==> config.mk <==
export PLATFORM = sky130hd
export DESIGN_NAME = aska_mnpg
export DESIGN_NICKNAME = d
export VERILOG_FILES = /design/src/rtl/aska_mnpg_pkg.sv /design/src/rtl/aska_mnpg_chan.sv /design/src/rtl/aska_mnpg.sv
export SDC_FILE = /design/constraint.sdc
export NUM_CORES = 1
export LEC_CHECK = 0
export CAP_MARGIN = 20
export CORE_ASPECT_RATIO = 0.6
export CORE_MARGIN = 2
export CORE_UTILIZATION = 52
export DETAILED_ROUTE_END_ITERATION = 6
export PLACE_DENSITY_LB_ADDON = 0.1
export SYNTH_ARGS = -nofsm -noshare
export SYNTH_HDL_FRONTEND = slang
export SYNTH_SLANG_ARGS = --single-unit
==> constraint.sdc <==
create_clock -name clk -period 5.36 [get_ports clk]
set_input_delay 1.608 -clock clk [delete_from_list [all_inputs] [get_ports clk]]
set_output_delay 1.608 -clock clk [all_outputs]
set_load 0.03 [all_outputs]
==> src/rtl/aska_mnpg_pkg.sv <==
// Shared constants for the multi-channel pulse generator: config word fields,
// sequencer state encoding and the channel-index width helper.
package aska_mnpg_pkg;

  localparam int unsigned C0_PER_LSB  = 0;
  localparam int unsigned C0_PER_MSB  = 11;
  localparam int unsigned C0_AMP_LSB  = 12;
  localparam int unsigned C0_AMP_MSB  = 17;
  localparam int unsigned C0_ON_LSB   = 24;
  localparam int unsigned C0_ON_MSB   = 31;

  localparam int unsigned C1_OFF_LSB  = 0;
  localparam int unsigned C1_OFF_MSB  = 9;
  localparam int unsigned C1_PD_LSB   = 10;
  localparam int unsigned C1_PD_MSB   = 12;
  localparam int unsigned C1_EN_BIT   = 13;
  localparam int unsigned C1_AN_LSB   = 14;
  localparam int unsigned C1_AN_MSB   = 18;
  localparam int unsigned C1_CA_LSB   = 19;
  localparam int unsigned C1_CA_MSB   = 23;
  localparam int unsigned C1_RMP_LSB  = 24;
  localparam int unsigned C1_RMP_MSB  = 29;

  localparam int unsigned EW  = 5;
  localparam int unsigned PDW = 3;

  typedef enum logic [2:0] {
    S_IDLE,
    S_PH1,
    S_GAP,
    S_PH2,
    S_DEAD
  } seq_state_e;

  // Channel index width; a single channel still gets a 1-bit index.
  function automatic int unsigned chw(input int unsigned n);
    return (n <= 1) ? 1 : $clog2(n);
  endfunction

endpackage

==> src/rtl/aska_mnpg_chan.sv <==
// One stimulation channel: config registers, period/ON/OFF/ramp counters,
// and the pending request plus sticky overrun flag seen by the arbiter.
module aska_mnpg_chan
  import aska_mnpg_pkg::*;
#(
  parameter int unsigned NELE = 32,
  parameter int unsigned AW   = 6
) (
  input  logic            clk,
  input  logic            resetn,
  input  logic            we,
  input  logic            word,
  input  logic [31:0]     wdata,
  input  logic            grant,
  output logic            pending,
  output logic            overrun,
  output logic [EW-1:0]   anode,
  output logic [EW-1:0]   cathode,
  output logic [AW-1:0]   level,
  output logic [PDW-1:0]  pd
);

  logic [31:0] conf0, conf1, conf0_n, conf1_n;
  logic [11:0] cnt;
  logic [7:0]  idx;
  logic        in_off;
  logic [9:0]  off_cnt;
  logic        valid_c, valid_n, bnd, on_bnd;
  logic [11:0] period_n;
  logic [7:0]  on_n;
  logic [9:0]  off_n;
  logic [5:0]  amp, ramp, lvl6;
  logic [13:0] ramp_lvl;
  logic        unused_bits;

  function automatic logic is_valid(input logic en, input logic [11:0] per,
                                    input logic [EW-1:0] a, input logic [EW-1:0] c);
    return en && (per != '0) && (a != c) && (32'(a) < NELE) && (32'(c) < NELE);
  endfunction

  always_comb begin
    conf0_n = conf0;
    conf1_n = conf1;
    if (we) begin
      if (word) conf1_n = wdata;
      else      conf0_n = wdata;
    end
  end

  // Validity is judged on post-write contents so a write that enables the
  // channel raises pending on the very edge that stores it.
  assign valid_c  = is_valid(conf1[C1_EN_BIT], conf0[C0_PER_MSB:C0_PER_LSB],
                             conf1[C1_AN_MSB:C1_AN_LSB], conf1[C1_CA_MSB:C1_CA_LSB]);
  assign valid_n  = is_valid(conf1_n[C1_EN_BIT], conf0_n[C0_PER_MSB:C0_PER_LSB],
                             conf1_n[C1_AN_MSB:C1_AN_LSB], conf1_n[C1_CA_MSB:C1_CA_LSB]);
  assign period_n = conf0_n[C0_PER_MSB:C0_PER_LSB];
  assign on_n     = conf0_n[C0_ON_MSB:C0_ON_LSB];
  assign off_n    = conf1_n[C1_OFF_MSB:C1_OFF_LSB];
  assign bnd      = (cnt == 12'd1);
  assign on_bnd   = bnd && !in_off;

  assign amp      = conf0[C0_AMP_MSB:C0_AMP_LSB];
  assign ramp     = conf1[C1_RMP_MSB:C1_RMP_LSB];
  assign ramp_lvl = (14'(idx) + 14'd1) * 14'(ramp);
  assign lvl6     = ((ramp == '0) || (ramp_lvl >= 14'(amp))) ? amp : ramp_lvl[5:0];
  assign level    = AW'(lvl6);
  assign pd       = (conf1[C1_PD_MSB:C1_PD_LSB] == '0) ? PDW'(1) : conf1[C1_PD_MSB:C1_PD_LSB];
  assign anode    = conf1[C1_AN_MSB:C1_AN_LSB];
  assign cathode  = conf1[C1_CA_MSB:C1_CA_LSB];

  // Reserved and next-state-only fields of the stored words.
  assign unused_bits = ^{conf0, conf1};

  always_ff @(posedge clk or negedge resetn) begin
    if (!resetn) begin
      conf0   <= '0;
      conf1   <= '0;
      cnt     <= '0;
      idx     <= '0;
      in_off  <= 1'b0;
      off_cnt <= '0;
      pending <= 1'b0;
      overrun <= 1'b0;
    end else begin
      conf0 <= conf0_n;
      conf1 <= conf1_n;
      if (!valid_n) begin
        cnt     <= '0;
        idx     <= '0;
        in_off  <= 1'b0;
        off_cnt <= '0;
        pending <= 1'b0;
      end else if (!valid_c) begin
        cnt     <= period_n;
        idx     <= '0;
        in_off  <= 1'b0;
        off_cnt <= '0;
        pending <= 1'b1;
      end else begin
        cnt     <= bnd ? period_n : cnt - 12'd1;
        pending <= (pending && !grant) || on_bnd;
        if (on_bnd && pending && !grant) overrun <= 1'b1;
        if (grant) begin
          if ((on_n != '0) && (off_n != '0) && ({1'b0, idx} + 9'd1 >= {1'b0, on_n})) begin
            in_off  <= 1'b1;
            idx     <= '0;
            off_cnt <= '0;
          end else if (idx != '1) begin
            idx <= idx + 8'd1;
          end
        end else if (bnd && in_off) begin
          if ({1'b0, off_cnt} + 11'd1 >= {1'b0, off_n}) begin
            in_off  <= 1'b0;
            off_cnt <= '0;
          end else begin
            off_cnt <= off_cnt + 10'd1;
          end
        end
      end
    end
  end

endmodule

==> src/rtl/aska_mnpg.sv <==
// Multi-channel biphasic pulse generator: NCH channel timers share one H-bridge
// and DAC through a fixed-priority arbiter and a registered pulse sequencer.
module aska_mnpg
  import aska_mnpg_pkg::*;
#(
  parameter int unsigned NCH  = 4,
  parameter int unsigned NELE = 32,
  parameter int unsigned AW   = 6,
  localparam int unsigned CHW = chw(NCH)
) (
  input  logic            clk,
  input  logic            resetn,
  input  logic            cfg_we,
  input  logic [CHW:0]    cfg_addr,
  input  logic [31:0]     cfg_wdata,
  output logic [NELE-1:0] up_switches,
  output logic [NELE-1:0] down_switches,
  output logic [AW-1:0]   DAC,
  output logic            pulse_active,
  output logic [CHW-1:0]  active_ch,
  output logic [NCH-1:0]  overrun
);

  logic [NCH-1:0]           pend, gnt;
  logic [NCH-1:0][EW-1:0]   an, ca;
  logic [NCH-1:0][AW-1:0]   lvl;
  logic [NCH-1:0][PDW-1:0]  pdv;

  for (genvar g = 0; g < NCH; g++) begin : g_ch
    aska_mnpg_chan #(.NELE(NELE), .AW(AW)) u_chan (
      .clk     (clk),
      .resetn  (resetn),
      .we      (cfg_we && (cfg_addr[CHW:1] == CHW'(g))),
      .word    (cfg_addr[0]),
      .wdata   (cfg_wdata),
      .grant   (gnt[g]),
      .pending (pend[g]),
      .overrun (overrun[g]),
      .anode   (an[g]),
      .cathode (ca[g]),
      .level   (lvl[g]),
      .pd      (pdv[g])
    );
  end

  seq_state_e      state, state_n;
  logic [PDW-1:0]  tick, tick_n, pd_q, nxt_pd;
  logic [EW-1:0]   an_q, ca_q, nxt_an, nxt_ca;
  logic [AW-1:0]   lvl_q, nxt_lvl, dac_n;
  logic [NELE-1:0] up_n, dn_n;
  logic            act_n, found, latch;
  logic [CHW-1:0]  sel;

  always_comb begin
    sel   = '0;
    found = 1'b0;
    for (int unsigned i = 0; i < NCH; i++) begin
      if (pend[i] && !found) begin
        sel   = CHW'(i);
        found = 1'b1;
      end
    end
  end

  // Grants are accepted from DEAD as well as IDLE so queued channels follow
  // the dead tick with no idle gap.
  always_comb begin
    state_n = state;
    tick_n  = tick;
    latch   = 1'b0;
    case (state)
      S_IDLE, S_DEAD: begin
        if (found) begin
          state_n = S_PH1;
          tick_n  = PDW'(1);
          latch   = 1'b1;
        end else begin
          state_n = S_IDLE;
        end
      end
      S_PH1: begin
        if (tick == pd_q) state_n = S_GAP;
        else              tick_n  = tick + PDW'(1);
      end
      S_GAP: begin
        state_n = S_PH2;
        tick_n  = PDW'(1);
      end
      S_PH2: begin
        if (tick == pd_q) state_n = S_DEAD;
        else              tick_n  = tick + PDW'(1);
      end
      default: state_n = S_IDLE;
    endcase

    gnt = '0;
    if (latch) gnt[sel] = 1'b1;

    nxt_an  = latch ? an[sel]  : an_q;
    nxt_ca  = latch ? ca[sel]  : ca_q;
    nxt_lvl = latch ? lvl[sel] : lvl_q;
    nxt_pd  = latch ? pdv[sel] : pd_q;

    up_n  = '0;
    dn_n  = '0;
    dac_n = '0;
    act_n = 1'b0;
    case (state_n)
      S_PH1: begin
        for (int unsigned e = 0; e < NELE; e++) begin
          up_n[e] = (e == 32'(nxt_an));
          dn_n[e] = (e == 32'(nxt_ca));
        end
        dac_n = nxt_lvl;
        act_n = 1'b1;
      end
      S_GAP: begin
        dac_n = nxt_lvl;
        act_n = 1'b1;
      end
      S_PH2: begin
        for (int unsigned e = 0; e < NELE; e++) begin
          up_n[e] = (e == 32'(nxt_ca));
          dn_n[e] = (e == 32'(nxt_an));
        end
        dac_n = nxt_lvl;
        act_n = 1'b1;
      end
      default: ;
    endcase
  end

  always_ff @(posedge clk or negedge resetn) begin
    if (!resetn) begin
      state         <= S_IDLE;
      tick          <= '0;
      an_q          <= '0;
      ca_q          <= '0;
      lvl_q         <= '0;
      pd_q          <= '0;
      active_ch     <= '0;
      up_switches   <= '0;
      down_switches <= '0;
      DAC           <= '0;
      pulse_active  <= 1'b0;
    end else begin
      state         <= state_n;
      tick          <= tick_n;
      an_q          <= nxt_an;
      ca_q          <= nxt_ca;
      lvl_q         <= nxt_lvl;
      pd_q          <= nxt_pd;
      if (latch) active_ch <= sel;
      up_switches   <= up_n;
      down_switches <= dn_n;
      DAC           <= dac_n;
      pulse_active  <= act_n;
    end
  end

endmodule

==> flow_summary.json, run 1 <==
{
  "multi_input_area_um2": 18200,
  "syn_inst": 3062,
  "status": "finished, violations left",
  "min_to": "g_ch[3].u_chan.overrun$_DFFE_PN0P_",
  "cp-end-kind": "flip-flop",
  "wl_per_cell_um": 20.6,
  "grt_first_pass_wirelength_mm": 136,
  "vias_per_cell": 5.76,
  "final_layout_size_suffix_gt1_frac": 0.200,
  "yosys.area.top_type": "dfrtp_1",
  "ir_drop_v": 0.000279,
  "grt_pass1_vias": 24367,
  "cp_num_cells": 23,
  "fin_cells": 4167,
  "placementRows": 68,
  "final_nets": 3712,
  "num-fill-cells": 4571,
  "syn_area_um2": 30200,
  "violations": "setup timing",
  "drt-initial-drc-count": 2066,
  "drc": 0,
  "report.final.setup_viol": 12,
  "synth_seq_cells": 454,
  "syn_area_per_cell_um2": 9.86,
  "slew_headroom": 0.405,
  "grt_max_degree": 113,
  "cts-root-buf": "clkbuf_16",
  "drt-total-wl_mm": 86.0,
  "die-area_um2": 60100,
  "antenna_found_initial": 2,
  "synthFlopType": "dfrtp_1",
  "skew_ns": 0.0347,
  "fin_ws_ns": -0.191,
  "firstDrtPassIters": 5,
  "power.leakage_uw": 0.0176,
  "initial_utilization": 0.526,
  "hold_viol_final": 0,
  "yosysWarnings": 0,
  "critPathMaxFanout": 6,
  "rsz0062_at_grt": "true",
  "preCtsSetupSlack_ns": -0.429,
  "insertion_delay_ns": 0.60,
  "timing.rr.end": "lvl_q[4]$_DFF_PN0_",
  "finalMaxSlewViolations": 0,
  "path_cells": "buf_4 > nand2_4 > nor2_4 > nor2b_1 > or2_4 > nand2_2 > fa_1 > fa_1 > fa_1 > inv_2 > ha_4 > xor2_4 > ha_4 > a21oi_4 > o21ai_2 > a21oi_2 > nand4_1 > or4_4 > nor4_4 > buf_4 > mux2_4 > a2111oi_4 > a21oi_1",
  "seq_area_um2": 11400,
  "gr-total-overflow": 0,
  "power_density_nw_per_um2": 376,
  "final.min_clock_period_ns": 5.55,
  "cts_max_path_buffers": 3,
  "crit_path_start_kind": "flip-flop",
  "dp_hpwl_mm": 64.7,
  "synth_edf_count": 0,
  "crit_top_cell": "fa_1",
  "die_w_um": 315,
  "max_cap_violations": 0,
  "r2r_cells": 23,
  "area_growth_pct": 21.1,
  "synth_area_leaders": "dfrtp_1 38%, ha_1 8.3%, fa_1 7.4%, mux2_2 5.3%, inv_1 3.7%",
  "synth.distinct_cells": 97,
  "dr_total_vias": 23989,
  "clkSinkCount": 454,
  "cp.arrival_ns": 6.00,
  "numPortBuffers": 114,
  "ys_seq_area_frac": 0.376,
  "rrSetupSlack_ns": -0.19,
  "tightestPinTransition_ns": 0.893,
  "syn_nets": 3413,
  "die_y_um": 191,
  "max_freq_ghz": 0.180,
  "cp_num_buf_inv": 3,
  "required_ns": 5.81,
  "cts_made_buffers": 44,
  "hold_class": "flip-flop to flip-flop",
  "timing.final.crit_share": 1.04,
  "critical-path-top-delay-family": "adder cells",
  "ios": 115,
  "ant_nets": 0,
  "cp_slowest_cell": "fa_1",
  "rr_startpoint": "g_ch[0].u_chan.idx[1]$_DFFE_PN0P_",
  "clk_pin_slew_ns": 0.07,
  "slowest_delay_ns": 0.54,
  "holdPathStages": 1,
  "cts_tree": "built",
  "synth_top_area_frac": 0.376,
  "grt_usage": 0.286,
  "hold_start": "g_ch[3].u_chan.overrun$_DFFE_PN0P_",
  "placed_cells": 4040,
  "synth-async-reset-ratio": 1.00,
  "core_area_um2": 57400,
  "htreeDepth": 2,
  "path_class": "flip-flop to flip-flop",
  "place.gp.congestion": 0.918
}
## worst max-delay path by stage
stage,start,endpoint,slack (ns)
after floorplan,g_ch[0].u_chan.idx[0]$_DFFE_PN0P_,DAC[4]$_DFF_PN0_,0.001
after global placement,g_ch[0].u_chan.idx[0]$_DFFE_PN0P_,DAC[2]$_DFF_PN0_,-0.20
after detailed placement,g_ch[3].u_chan.idx[0]$_DFFE_PN0P_,DAC[2]$_DFF_PN0_,-0.43
after CTS,g_ch[0].u_chan.idx[0]$_DFFE_PN0P_,lvl_q[4]$_DFF_PN0_,-0.18
after global routing,g_ch[0].u_chan.idx[1]$_DFFE_PN0P_,lvl_q[4]$_DFF_PN0_,-0.39
final,g_ch[0].u_chan.idx[1]$_DFFE_PN0P_,lvl_q[4]$_DFF_PN0_,-0.19
## cell usage after synthesis (78+ instances only)
cell type / number
nor2_1: 173
ha_1: 201
mux2i_1: 103
and2_1: 135
clkbuf_1: 95
a21oi_1: 95
xor2_1: 78
inv_1: 301
xnor2_1: 78
nand2_1: 274
dfrtp_1: 454
mux2_2: 143
o21ai_0: 110
fa_1: 112
## per-stage QoR
step	setup TNS [ns]	hold slack, ns	cell area, µm²	total power [µW]	utilization
2_1_floorplan	0	0.432	30500	8170	-
3_3_place_gp	-2.47	0.459	33800	9840	0.589
3_5_place_dp	-4.54	0.464	33800	10000	0.589
4_1_cts	-1.40	0.487	35900	13600	0.625
5_1_grt	-3.73	0.514	36500	14500	0.636
6_report	-1.21	0.482	36500	13700	0.636
## registers in the layout, summed over array words and instances (netlist names), 6 cells and up
signal,count
g_ch.u_chan.cnt,48
lvl_q,6
up_switches,32
down_switches,32
DAC,6
g_ch.u_chan.idx,32
g_ch.u_chan.off_cnt,40
g_ch.u_chan.conf0,104
g_ch.u_chan.conf1,120
## area by class of cell
class,count,share of cell area
Inverter,301,0.0309
Sequential cell,454,0.311
Tap cell,770,0.0264
Multi-Input combinational cell,2172,0.498
Clock inverter,16,0.00726
Antenna cell,2,0.000137
Clock buffer,64,0.0357
Timing Repair Buffer,388,0.0908
## layout by cell type, fill, tap and decap left out, drive strengths merged, types with 47 or more instances in the layout
cell type | synthesis | routed
xnor2 | 78 | 78
inv | 301 | 303
fa | 112 | 112
xor2 | 78 | 78
o22ai | 73 | 73
dfrtp | 454 | 454
clkbuf | 97 | 64
mux2i | 103 | 103
nor3 | 52 | 52
and2 | 136 | 136
nor2b | 47 | 47
ha | 201 | 201
buf | 37 | 275
nand3 | 65 | 65
nand2b | 48 | 48
clkdlybuf4s50 | 0 | 113
o21ai | 113 | 113
nand2 | 274 | 274
nor2 | 173 | 173
a21oi | 95 | 95
mux2 | 143 | 143
## power breakdown
group / switching [µW] / total (µW) / internal [µW]
clock: 1440 / 3390 / 1960
combinational: 3350 / 5520 / 2170
sequential: 639 / 4830 / 4190
total: 5430 / 13700 / 8320
## logic make-up after synthesis
logic type / synth area share
AND/OR/NAND/NOR: 0.161
AO/OA/AOI/OAI: 0.115
flip-flops: 0.376
buffers and inverters: 0.0573
adder cells (fa/ha/maj): 0.158
multiplexers: 0.0875
XOR/XNOR: 0.0453
## repair_timing
action | CTS | global route
resized for setup | 70 | 96
pin swaps | 23 | 69
buffers inserted | 19 | 26
hold buffers | 0 | 0
setup endpoints to repair | 12 | 12
## metal layers
layer / vias to the layer above / part of all wire / GRT usage
met5: - / 0.0015 / 0.0162
met4: 2 / 0.017 / 0.0518
met3: 112 / 0.072 / 0.0619
met2: 715 / 0.43 / 0.425
met1: 12042 / 0.48 / 0.432
li1: 11118 / - / -
Note: power is estimated with default switching activity, not from simulation.
==> run 2: changes to the inputs <==
--- a/config.mk
+++ b/config.mk
@@ -9,6 +9,7 @@
 export CORE_ASPECT_RATIO = 0.6
 export CORE_MARGIN = 2
 export CORE_UTILIZATION = 52
+export CTS_BUF_LIST = sky130_fd_sc_hd__clkbuf_8
 export DETAILED_ROUTE_END_ITERATION = 6
 export PLACE_DENSITY_LB_ADDON = 0.1
 export SYNTH_ARGS = -nofsm -noshare
==> run 2 against run 1 <==
First-iteration DRC count grew 1.4%. Largest cell class unchanged. Fmax shrank 1.4%. Flip-flop and latch count is the same. Design area is essentially flat. Count of clock-buffer cells in the layout grew 28. Worst hold slack gained 0.00092 ns. Critical path type unchanged. Via count grew 0.39%. Die area is the same. Clock power shrank 2%. Critical path depth shrank 1. The run still ends with setup timing left. Worst setup slack lost 0.077 ns. Final cell count grew 1.1%.
==> flow_summary.json, run 2 (synthesis gave the netlist of run 1 again) <==
{
  "tns_ns": -1.81,
  "cts_made_buffers": 72,
  "grt_max_degree": 113,
  "violations": "setup timing",
  "cp-end-kind": "flip-flop",
  "path_class": "flip-flop to flip-flop",
  "path_cells": "ha_4 > buf_12 > xor2_4 > and2_4 > fa_1 > ha_4 > inv_2 > fa_1 > inv_2 > fa_2 > xor2_4 > ha_4 > a21oi_4 > o21ai_2 > a21oi_2 > nand4_1 > or4_4 > nor4_4 > buf_6 > mux2_4 > a2111oi_4 > a21oi_1",
  "cp.arrival_ns": 6.15,
  "cp_slowest_cell": "fa_1",
  "slowest_delay_ns": 0.54,
  "min_to": "g_ch[3].u_chan.overrun$_DFFE_PN0P_",
  "drt-total-wl_mm": 86.0,
  "initial_utilization": 0.526,
  "crit_path_start_kind": "flip-flop",
  "insertion_delay_ns": 0.70,
  "max_freq_ghz": 0.178,
  "wl_per_cell_um": 20.4,
  "status": "finished, violations left",
  "top_regs": "g_ch.u_chan.conf1: 120 flops, g_ch.u_chan.conf0: 104 flops, g_ch.u_chan.cnt: 48 flops",
  "hold_buffers": 0,
  "largest_reg_flops": 120,
  "cts-root-buf": "clkbuf_8",
  "die_w_um": 315,
  "dp_hpwl_mm": 64.7,
  "required_ns": 5.89,
  "area_growth_pct": 21.1,
  "p_int_uw": 8160,
  "cp_num_buf_inv": 4,
  "ir_drop_v": 0.000293,
  "holdPathStages": 1,
  "timing.rr.end": "lvl_q[4]$_DFF_PN0_",
  "most-common-layout-cells": "449 x dfrtp_1, 309 x inv_1, 269 x nand2_1",
  "timing.final.crit_share": 1.05,
  "cts_tree": "built",
  "critPathMaxFanout": 5,
  "pwr-share-comb": 0.403,
  "die_y_um": 191,
  "crit_top_cell": "ha_4",
  "core_area_um2": 57400,
  "hold_class": "flip-flop to flip-flop",
  "finalMaxSlewViolations": 0,
  "ant_nets": 0,
  "preCtsSetupSlack_ns": -0.429,
  "top_register": "g_ch.u_chan.conf1",
  "antenna_found_initial": 1,
  "num-fill-cells": 4616,
  "placementRows": 68,
  "p_seq_frac": 0.354,
  "final.min_clock_period_ns": 5.63,
  "rsz0062_at_grt": "true",
  "critical-path-top-delay-family": "adder cells",
  "dr_total_vias": 24083,
  "grt_pass1_vias": 24393,
  "fin_ws_ns": -0.269,
  "placed_cells": 4040,
  "final_common_cell": "dfrtp_1",
  "skew_ns": 0.0546,
  "die-area_um2": 60100,
  "htreeDepth": 3,
  "holdWs_ns": 0.483,
  "final_util": 0.637,
  "slew_headroom": 0.404,
  "hold_viol_final": 0,
  "final_layout_size_suffix_gt1_frac": 0.205,
  "rr_startpoint": "g_ch[0].u_chan.idx[1]$_DFFE_PN0P_",
  "hold_start": "g_ch[3].u_chan.overrun$_DFFE_PN0P_",
  "tightestPinTransition_ns": 0.891,
  "gr-total-overflow": 0,
  "rrSetupSlack_ns": -0.27,
  "final_nets": 3738,
  "drt-initial-drc-count": 2094,
  "report.final.setup_viol": 12,
  "clkSinkCount": 454,
  "numPortBuffers": 114,
  "power.leakage_uw": 0.0178,
  "swShare": 0.402,
  "firstDrtPassIters": 5,
  "fin_cells": 4212,
  "power_density_nw_per_um2": 373,
  "grt_usage": 0.289,
  "ios": 115,
  "max_cap_violations": 0,
  "p_switching_uw": 5480,
  "drc": 0,
  "grt_first_pass_wirelength_mm": 136,
  "clockPowerShare": 0.243,
  "cts_max_path_buffers": 3,
  "place.gp.congestion": 0.918,
  "r2r_cells": 22,
  "vias_per_cell": 5.72,
  "clk_pin_slew_ns": 0.07
}
[run 2: stage by stage]
step	power (µW)	instance area (µm²)
2_1_floorplan	8170	30500
3_3_place_gp	9840	33800
3_5_place_dp	10000	33800
4_1_cts	13500	36000
5_1_grt	14400	36600
6_report	13600	36600
[run 2: layer usage]
metal  share of wire  track usage
met1            0.48        0.437
met2            0.43        0.421
met3           0.074       0.0680
met4           0.017       0.0592
met5               0            0
[run 2: power groups by stage]
stage | clock network (µW) | registers, µW | logic, µW
floorplan | 0 | 4870 | 3300
detailed placement | 0 | 4870 | 5160
global placement | 0 | 4840 | 5010
global route | 3530 | 4920 | 5960
finish | 3310 | 4830 | 5500
CTS | 3370 | 4820 | 5330
[run 2: how the worst max path moves through the flow]
| stage | start | endpoint | slack, ns | depth (start not counted) |
|---|---|---|---|---|
| floorplan | g_ch[0].u_chan.idx[0]$_DFFE_PN0P_ | DAC[4]$_DFF_PN0_ | 0.001 | 23 |
| global placement | g_ch[0].u_chan.idx[0]$_DFFE_PN0P_ | DAC[2]$_DFF_PN0_ | -0.20 | 22 |
| detailed placement | g_ch[3].u_chan.idx[0]$_DFFE_PN0P_ | DAC[2]$_DFF_PN0_ | -0.43 | 19 |
| CTS | g_ch[0].u_chan.idx[0]$_DFFE_PN0P_ | lvl_q[4]$_DFF_PN0_ | -0.16 | 22 |
| global route | g_ch[0].u_chan.idx[0]$_DFFE_PN0P_ | lvl_q[4]$_DFF_PN0_ | -0.48 | 22 |
| finish | g_ch[0].u_chan.idx[1]$_DFFE_PN0P_ | lvl_q[4]$_DFF_PN0_ | -0.27 | 22 |
[run 2: what timing repair did]
action | CTS | global route
setup endpoints to repair | 12 | 12
cloned | 0 | 0
hold endpoints to repair | 0 | 0
pin swaps | 21 | 65
buffers inserted | 24 | 21
resized for setup | 82 | 73
[run 2: worst register-to-register path, stage by stage (launching register included)]
cell       delay (ns)
dfrtp_2          0.45
ha_4             0.20
buf_12           0.12
xor2_4           0.15
and2_4           0.16
fa_1             0.51
ha_4             0.29
inv_2            0.03
fa_1             0.54
inv_2            0.05
fa_2             0.44
xor2_4           0.20
ha_4             0.24
a21oi_4          0.16
o21ai_2          0.08
a21oi_2          0.11
nand4_1          0.08
or4_4            0.43
nor4_4           0.26
buf_6            0.15
mux2_4           0.32
a2111oi_4        0.39
a21oi_1          0.13
[run 2: area by class of cell]
| class | count | area (µm²) | share of cell area |
|---|---|---|---|
| well taps | 770 | 963 | 0.0263 |
| inverters | 301 | 1130 | 0.0309 |
| clock inverters | 36 | 325 | 0.00890 |
| multi-input cells | 2172 | 18200 | 0.497 |
| diodes | 1 | 2.50 | 0.0000684 |
| repair buffers | 386 | 3320 | 0.0908 |
| flip-flops and latches | 454 | 11400 | 0.311 |
| clock buffers | 92 | 1270 | 0.0346 |
